**config.mk**
```make
export PLATFORM = sky130hd
export DESIGN_NAME = obstacle_gen
export DESIGN_NICKNAME = d
export VERILOG_FILES = /design/src/rtl/obstacle_gen.sv
export SDC_FILE = /design/constraint.sdc
export NUM_CORES = 1
export LEC_CHECK = 0
export CAP_MARGIN = 20
export CORE_MARGIN = 3
export CORE_UTILIZATION = 30
export DETAILED_ROUTE_END_ITERATION = 16
export SLEW_MARGIN = 25
export SYNTH_ARGS = -nofsm -noshare
export SYNTH_HDL_FRONTEND = slang
export SYNTH_SLANG_ARGS = --single-unit
```
**constraint.sdc**
```tcl
create_clock -name CLK -period 4.7 [get_ports CLK]
set_clock_uncertainty 0.2 [all_clocks]
set_input_delay 0.94 -clock CLK [delete_from_list [all_inputs] [get_ports CLK]]
set_output_delay 0.94 -clock CLK [all_outputs]
set_load 0.02 [all_outputs]
```
**src/rtl/obstacle_gen.sv**
```systemverilog
// obstacle_gen
// Cactus obstacle generator for the dinosaur game. Up to two ground obstacles
// are spawned and scrolled left once per video frame. Each obstacle is checked
// against the dinosaur's jump height, and obstacles that scroll off the left
// edge are counted as cleared.
//
// Ports:
//   CLK             system clock
//   clrn            asynchronous active-low reset
//   fresh           VGA vertical sync; rising edge marks a new frame (async to CLK)
//   game_status     1 = run requested, 0 = idle
//   speed           scroll distance in pixels per frame
//   row_addr        current VGA row
//   col_addr        current VGA column
//   dinosaur_height dinosaur feet height above ground, in pixels
//   px              registered flag: current pixel lies inside an active obstacle
//   collision       sticky hit flag, cleared on return to idle
//   score           obstacles cleared in the current run (saturating)
//
// Build option:
//   OBSTACLE_RANDOM_GAP_EN  when defined, spawn spacing is randomised by an LFSR;
//                           otherwise spacing is fixed at MIN_GAP + 64.

module obstacle_gen #(
    parameter int GROUND_ROW = 400,
    parameter int DINO_COL   = 80,
    parameter int DINO_W     = 40,
    parameter int CACTUS_W   = 16,
    parameter int CACTUS_H   = 32,
    parameter int MIN_GAP    = 160
) (
    input  logic        CLK,
    input  logic        clrn,
    input  logic        fresh,
    input  logic        game_status,
    input  logic [3:0]  speed,
    input  logic [8:0]  row_addr,
    input  logic [9:0]  col_addr,
    input  logic [5:0]  dinosaur_height,
    output logic        px,
    output logic        collision,
    output logic [15:0] score
);

    typedef enum logic [1:0] {IDLE, RUN, HIT} state_t;

    // Obstacles enter at the right edge of the 640-column screen.
    localparam logic [10:0] SPAWN_X    = 11'd640;
    localparam logic [10:0] DINO_LEFT  = 11'(DINO_COL);
    localparam logic [10:0] DINO_RIGHT = 11'(DINO_COL + DINO_W);
    localparam logic [10:0] CACTUS_W11 = 11'(CACTUS_W);
    localparam logic [10:0] ROW_TOP    = 11'(GROUND_ROW - CACTUS_H);
    localparam logic [10:0] ROW_BOTTOM = 11'(GROUND_ROW);
    localparam logic [5:0]  CACTUS_H6  = 6'(CACTUS_H);
    localparam logic [15:0] MIN_GAP16  = 16'(MIN_GAP);

    state_t      state;
    state_t      state_next;

    logic        fresh_s1;
    logic        fresh_s2;
    logic        fresh_prev;
    logic        tick;

    logic [1:0]  act;
    logic [10:0] x [2];
    logic [15:0] gap;

    logic [1:0]  act_next;
    logic [10:0] x_next [2];
    logic [15:0] gap_next;
    logic [15:0] score_next;
    logic [15:0] gap_reload;
    logic [1:0]  retired;
    logic [16:0] score_sum;
    logic        hit;
    logic        px_next;
    logic [10:0] speed11;
    logic [15:0] speed16;
    logic [10:0] row11;
    logic [10:0] col11;

    assign speed11 = {7'd0, speed};
    assign speed16 = {12'd0, speed};
    assign row11   = {2'd0, row_addr};
    assign col11   = {1'b0, col_addr};

    // fresh is asynchronous to CLK: two flops for metastability, a third
    // to find the rising edge, giving a single-cycle frame tick.
    always_ff @(posedge CLK or negedge clrn) begin
        if (!clrn) begin
            fresh_s1   <= 1'b0;
            fresh_s2   <= 1'b0;
            fresh_prev <= 1'b0;
        end else begin
            fresh_s1   <= fresh;
            fresh_s2   <= fresh_s1;
            fresh_prev <= fresh_s2;
        end
    end

    assign tick = fresh_s2 & ~fresh_prev;

`ifdef OBSTACLE_RANDOM_GAP_EN
    logic [15:0] lfsr;

    // Fibonacci LFSR, taps 16,14,13,11; free-running in every state.
    always_ff @(posedge CLK or negedge clrn) begin
        if (!clrn) begin
            lfsr <= 16'hACE1;
        end else begin
            lfsr <= {lfsr[14:0], lfsr[15] ^ lfsr[13] ^ lfsr[12] ^ lfsr[10]};
        end
    end

    assign gap_reload = MIN_GAP16 + {8'd0, lfsr[6:0], 1'b0};
`else
    assign gap_reload = MIN_GAP16 + 16'd64;
`endif

    // Hit test on the registered obstacle state against the dinosaur box.
    always_comb begin
        hit = 1'b0;
        for (int i = 0; i < 2; i++) begin
            if (act[i] && (x[i] < DINO_RIGHT) && ((x[i] + CACTUS_W11) > DINO_LEFT)
                && (dinosaur_height < CACTUS_H6)) begin
                hit = 1'b1;
            end
        end
    end

    // Per-tick scroll. A slot retired on this tick counts as free, so a
    // pending spawn can reuse it immediately.
    always_comb begin
        act_next  = act;
        x_next[0] = x[0];
        x_next[1] = x[1];
        retired   = 2'd0;
        for (int i = 0; i < 2; i++) begin
            if (act[i]) begin
                if (x[i] < speed11) begin
                    act_next[i] = 1'b0;
                    retired     = retired + 2'd1;
                end else begin
                    x_next[i] = x[i] - speed11;
                end
            end
        end

        gap_next = (gap < speed16) ? 16'd0 : (gap - speed16);

        if (gap == 16'd0) begin
            if (!act_next[0]) begin
                act_next[0] = 1'b1;
                x_next[0]   = SPAWN_X;
                gap_next    = gap_reload;
            end else if (!act_next[1]) begin
                act_next[1] = 1'b1;
                x_next[1]   = SPAWN_X;
                gap_next    = gap_reload;
            end
        end

        score_sum  = {1'b0, score} + {15'd0, retired};
        score_next = score_sum[16] ? 16'hFFFF : score_sum[15:0];
    end

    always_ff @(posedge CLK or negedge clrn) begin
        if (!clrn) begin
            state <= IDLE;
        end else begin
            state <= state_next;
        end
    end

    // Leaving RUN for IDLE takes priority over a hit in the same cycle.
    always_comb begin
        state_next = state;
        case (state)
            IDLE: if (game_status) state_next = RUN;
            RUN: begin
                if (!game_status) begin
                    state_next = IDLE;
                end else if (hit) begin
                    state_next = HIT;
                end
            end
            HIT: if (!game_status) state_next = IDLE;
            default: state_next = IDLE;
        endcase
    end

    // Obstacle slots, spacing counter, score and collision flag. Ticks are
    // only acted on while staying in RUN, so a tick on either RUN boundary
    // is dropped. x is left untouched in IDLE; only act matters there.
    always_ff @(posedge CLK or negedge clrn) begin
        if (!clrn) begin
            act       <= 2'b00;
            x[0]      <= 11'd0;
            x[1]      <= 11'd0;
            gap       <= MIN_GAP16;
            collision <= 1'b0;
            score     <= 16'd0;
        end else begin
            case (state)
                IDLE: begin
                    act       <= 2'b00;
                    gap       <= MIN_GAP16;
                    collision <= 1'b0;
                    if (game_status) begin
                        score <= 16'd0;
                    end
                end
                RUN: begin
                    if (game_status) begin
                        if (tick) begin
                            act   <= act_next;
                            x[0]  <= x_next[0];
                            x[1]  <= x_next[1];
                            gap   <= gap_next;
                            score <= score_next;
                        end
                        if (hit) begin
                            collision <= 1'b1;
                        end
                    end
                end
                HIT: begin
                    collision <= 1'b1;
                end
                default: begin
                    act <= 2'b00;
                end
            endcase
        end
    end

    // Pixel flag, one cycle behind the scan address; suppressed in IDLE.
    always_comb begin
        px_next = 1'b0;
        if ((state != IDLE) && (row11 >= ROW_TOP) && (row11 < ROW_BOTTOM)) begin
            for (int i = 0; i < 2; i++) begin
                if (act[i] && (col11 >= x[i]) && (col11 < (x[i] + CACTUS_W11))) begin
                    px_next = 1'b1;
                end
            end
        end
    end

    always_ff @(posedge CLK or negedge clrn) begin
        if (!clrn) begin
            px <= 1'b0;
        end else begin
            px <= px_next;
        end
    end

endmodule
```
Word-level counts from Yosys, hierarchy flattened
Index checks and enable logic that the tools add are counted.

Logic and storage cells: 112. Register bits after elaboration: 63.

Add/sub/neg operators: 7. Bitwise operators: 3. Equality and inequality tests: 8. Multiplexer cells: 46. Reduce and logical (&&, ||, !) cells: 23. Order comparisons: 14.

Operators with widths (number): two-way mux 16 bit (10); two-way mux 11 bit (7); case mux 16 bit (2 select lines) (2); adder 11 x 5 -> 11 bit, second input constant (2); greater-or-equal comparator 10 x 11 -> 1 bit (2); greater-than comparator 11 x 7 -> 1 bit, second input constant (2); less-than comparator 10 x 11 -> 1 bit (2); less-than comparator 11 x 4 -> 1 bit (2); less-than comparator 11 x 7 -> 1 bit, second input constant (2); two-way mux 22 bit (1); subtractor 11 x 4 -> 11 bit (2); two-way mux 2 bit (9); adder 16 x 2 -> 17 bit (1); logical NOT 16 bit (1); less-than comparator 16 x 4 -> 1 bit (1); subtractor 16 x 4 -> 16 bit (1); AND reduction 3 bit (5); two-way mux 1 bit (14); logical AND 1 bit (12); inequality test 2 bit, second input constant (5); greater-or-equal comparator 9 bit, second input constant (1); less-than comparator 9 bit, second input constant (1); less-than comparator 6 bit, second input constant (1); case mux 2 bit (3 select lines) (1); 12 further kinds (14).

Logic depth before layout (Yosys ltp)
Depth after elaboration: 11. Mapped depth: 19.

Worst setup path after synthesis
No wires, ideal clock.

Path type: in2reg. From: input port speed[1]. To: register score[13]. Arrival time: 4.405 ns. Cell stages on the path: 18. Required time: 4.379 ns. Path slack: -0.026 ns. Cells stage by stage: inv_1 ha_1 nor2b_1 o31a_1 nand3b_1 nor3_1 ha_1 mux2_2 ha_1 inv_1 fa_1 and3b_1 and3_1 clkbuf_1 nand4_1 clkbuf_1 o21ai_0 a22o_1.

Cells in the longest elaborated chain, start to end: 11. Elaborated cells on any way between the ends: 12. Those cells by class: 2 x add/sub; 2 x order compare; 8 x mux.

Ends and longest elaborated chain: start: declaration (line 36) `input logic [3:0] speed,`; less-than comparator 11 x 4 -> 1 bit (line 141) `if (x[i] < speed11) begin`; two-way mux 1 bit (line 141); two-way mux 1 bit (line 140) `if (act[i]) begin`; adder 2 x 1 -> 2 bit (line 143) `retired = retired + 2'd1;`; two-way mux 2 bit (line 141); two-way mux 2 bit * (line 140); adder 16 x 2 -> 17 bit * (line 164) `score_sum = {1'b0, score} + {15'd0, retired};`; two-way mux 16 bit * (line 165) `score_next = score_sum[16] ? 16'hFFFF : score_sum[15:0];`; two-way mux 16 bit * (line 216) `if (tick) begin`; two-way mux 16 bit * (line 215) `if (game_status) begin`; case mux 16 bit (2 select lines) * (line 205) `case (state)`; end signal: assignment (line 221) `score <= score_next;`; end: declaration (line 42) `output logic [15:0] score`.

Every way passes the cells marked *; elsewhere a longest branch is shown, timed or not. The select of a mux whose other input is x is not followed. A chain may end at the register's enable or synchronous reset.

Final worst setup path
From: input port speed[1]. To: register score[6].

Same word-level chain as after synthesis.

==> flow_summary.yaml <==
logic_synthesis:
  seq_area_frac_synth: 0.313
  synth.net_count: 678
  ys_warn_count: 0
  yosysTopAreaCell: "dfrtp_1"
  async_flop_share: 1.00
  synth-edff-count: 0
  syn_avg_cell_area_um2: 8.62
  synth.distinct_cells: 75
  ys_ff_latch: 63
  synth_ff_type: "dfrtp_1"
  synth_top_area_frac: 0.302
  synth_area_leaders: "dfrtp_1, ha_1, o21ai_0, nand2_1, inv_1"
  syn_inst: 586
  syn_area_um2: 5050
clock_tree:
  clock_latency_ps: 340
  cts.sinks: 63
  path_clk_slew_ps: 50
  cts_root_buf: "clkbuf_16"
  cts_tree: "built"
  htreeDepth: 3
  cts_resized: 0
  post_cts_buffers: 0
  cts_buffer_depth: 2
  cts_hold_buf: 0
  cts_buffers: 9
setup_path:
  start_kind: "input pin"
  path_cells: "clkdlybuf4s50_1 > inv_1 > ha_1 > nor2b_1 > o31a_1 > nand3b_1 > nor3_2 > buf_4 > ha_1 > mux2_2 > ha_1 > inv_1 > fa_2 > and3b_1 > and3_4 > nand4_1 > buf_6 > o21ai_0 > a22o_1"
  slowest_delay_ps: 450
  worstSetupPathType: "input pin to flop"
  critPathCaptureType: "flop"
  critPathTopFamily: "simple AND/OR/NAND/NOR gates"
  timing.critical_path.mode_cell: "ha_1"
  cp_max_fo: 8
  slowest_stage: "clkdlybuf4s50_1"
  arrival_ps: 4530
  cp_num_buf_inv: 5
  required_ps: 4720
place:
  portBuffers: 41
  place_ws_ps: -319
  place_congestion: 0.875
  hpwl_um: 10300
  placed_area_um2: 5820
outcome:
  status: "completed"
routing:
  drt_pass1_iterations: 6
  routed_via_density: 5.38
  vias: 4652
  totalWireLength_um: 13400
  drc: 0
  drt-initial-drc-count: 318
  wl_met1_um: 6430
  wl_met2_um: 6210
  wl_met3_um: 600
  wl_per_cell_um: 15.5
  ant_nets: 0
  highest_layer: "met4"
sta:
  max_freq_mhz: 222
  setup_viol: 0
  tightest_slew_ps: 1030
  fin_ws_ps: 194
  hold_viol_final: 0
  slew-limit-headroom: 0.293
  min_period_over_period: 0.959
  fin_crit_ps: 4510
  rsz0062_at_grt: "false"
  slew_viol_final: 0
layout:
  mostFrequentLayoutCells: "dfrtp_1, nand2_1, ha_1"
  drive_gt1_frac: 0.100
  syn_to_final_growth_pct: 21.7
  nFillCells: 1638
  final_area_um2: 6150
  nNetsFinal: 735
  antenna_cells: 0
  final_common_cell: "dfrtp_1"
floorplan:
  initial_core_util: 0.312
  die_x_um: 136
  io_pins: 51
  die_area_um2: 18400
  fp-row-count: 46
  die_h_um: 136
  core_region_area_um2: 16200
global_route:
  grt_use_total: 0.155
  grt_pass1_wl_um: 23100
  grt_max_degree: 33
  grt_remaining_overflow: 0
  antenna_found_initial: 0
  first_global_vias: 4671
power_and_ir_drop:
  powerDensity_nw_per_um2: 279
  vdd_drop_max_mv: 0.171
  power.leakage_nw: 2.62
min_path:
  hp-class: "flop to flop"
flow_run:
  maxCapViolations: 0
==> sequential cells by signal, indices dropped and copies added, names as in the netlist, 2 cells and up <==
name	flops
act	2
score	16
gap	16
state	2
x	22
==> area by class of cell <==
cell class | count | area [um^2] | share of cell area
tap | 216 | 270 | 0.0440
clock buffer | 13 | 270 | 0.0440
clock inverter | 3 | 40.0 | 0.00651
inverter | 52 | 195 | 0.0318
multi-input combinational | 452 | 3200 | 0.521
sequential | 63 | 1580 | 0.257
timing repair buffer | 65 | 589 | 0.0959
==> synthesized netlist by cell type, types with 6 or more instances <==
cell type,n
a21oi_1,38
a22o_1,15
a31oi_1,12
and3_1,8
clkbuf_1,15
dfrtp_1,61
ha_1,55
inv_1,52
nand2_1,60
nand3_1,16
nand4_1,6
nor2_1,25
nor2b_1,8
nor3_1,13
nor4_1,7
o211ai_1,10
o21ai_0,49
o22ai_1,6
o31ai_1,7
or3_1,8
xnor2_1,12
==> per-layer routing <==
layer,vias to the layer above,global-route usage
li1,2284,-
met1,2253,0.213
met2,99,0.246
met3,16,0.0319
met4,0,0.0431
met5,-,0
==> metrics by stage <==
step,total power (W),cells,setup TNS (ps),utilization,hold WS [ps]
6_report,0.00171,864,0,0.380,147
3_3_place_gp,0.00101,848,-3560,0.360,133
3_5_place_dp,0.00102,848,-3760,0.360,136
4_1_cts,0.00173,864,0,0.379,148
2_1_floorplan,0.000887,586,0,-,131
5_1_grt,0.00182,864,0,0.380,165
==> worst paths after layout <==
check	from	end	slack (ps)	depth (start not counted)
worst max-delay path	speed[1]	score[6]$_DFFE_PN0P_	190	19
worst min-delay path	fresh_s1$_DFF_PN0_	fresh_s2$_DFF_PN0_	150	0
worst max register to register	x[12]$_DFFE_PN0P_	score[6]$_DFFE_PN0P_	850	17
worst min register to register	fresh_s1$_DFF_PN0_	fresh_s2$_DFF_PN0_	150	0
max in group asynchronous	clrn	x[16]$_DFFE_PN0P_	2920	2
min in group asynchronous	clrn	score[11]$_DFFE_PN0P_	460	1
==> report_power, final <==
group	internal [W]	total [W]	leakage [nW]	switching, W
clock	0.000452	0.000696	0.156	0.000244
combinational	0.000165	0.000408	1.62	0.000243
sequential	0.000577	0.000610	0.840	0.0000334
total	0.00119	0.00171	2.62	0.000521
==> cell families after synthesis <==
family / synth area share
xor+xnor: 0.0243
flops: 0.313
buf+inv: 0.0560
compound gates: 0.252
simple gates: 0.195
fa+ha+maj: 0.152
mux: 0.00842
No activity file was read; power rests on OpenSTA's default activity.
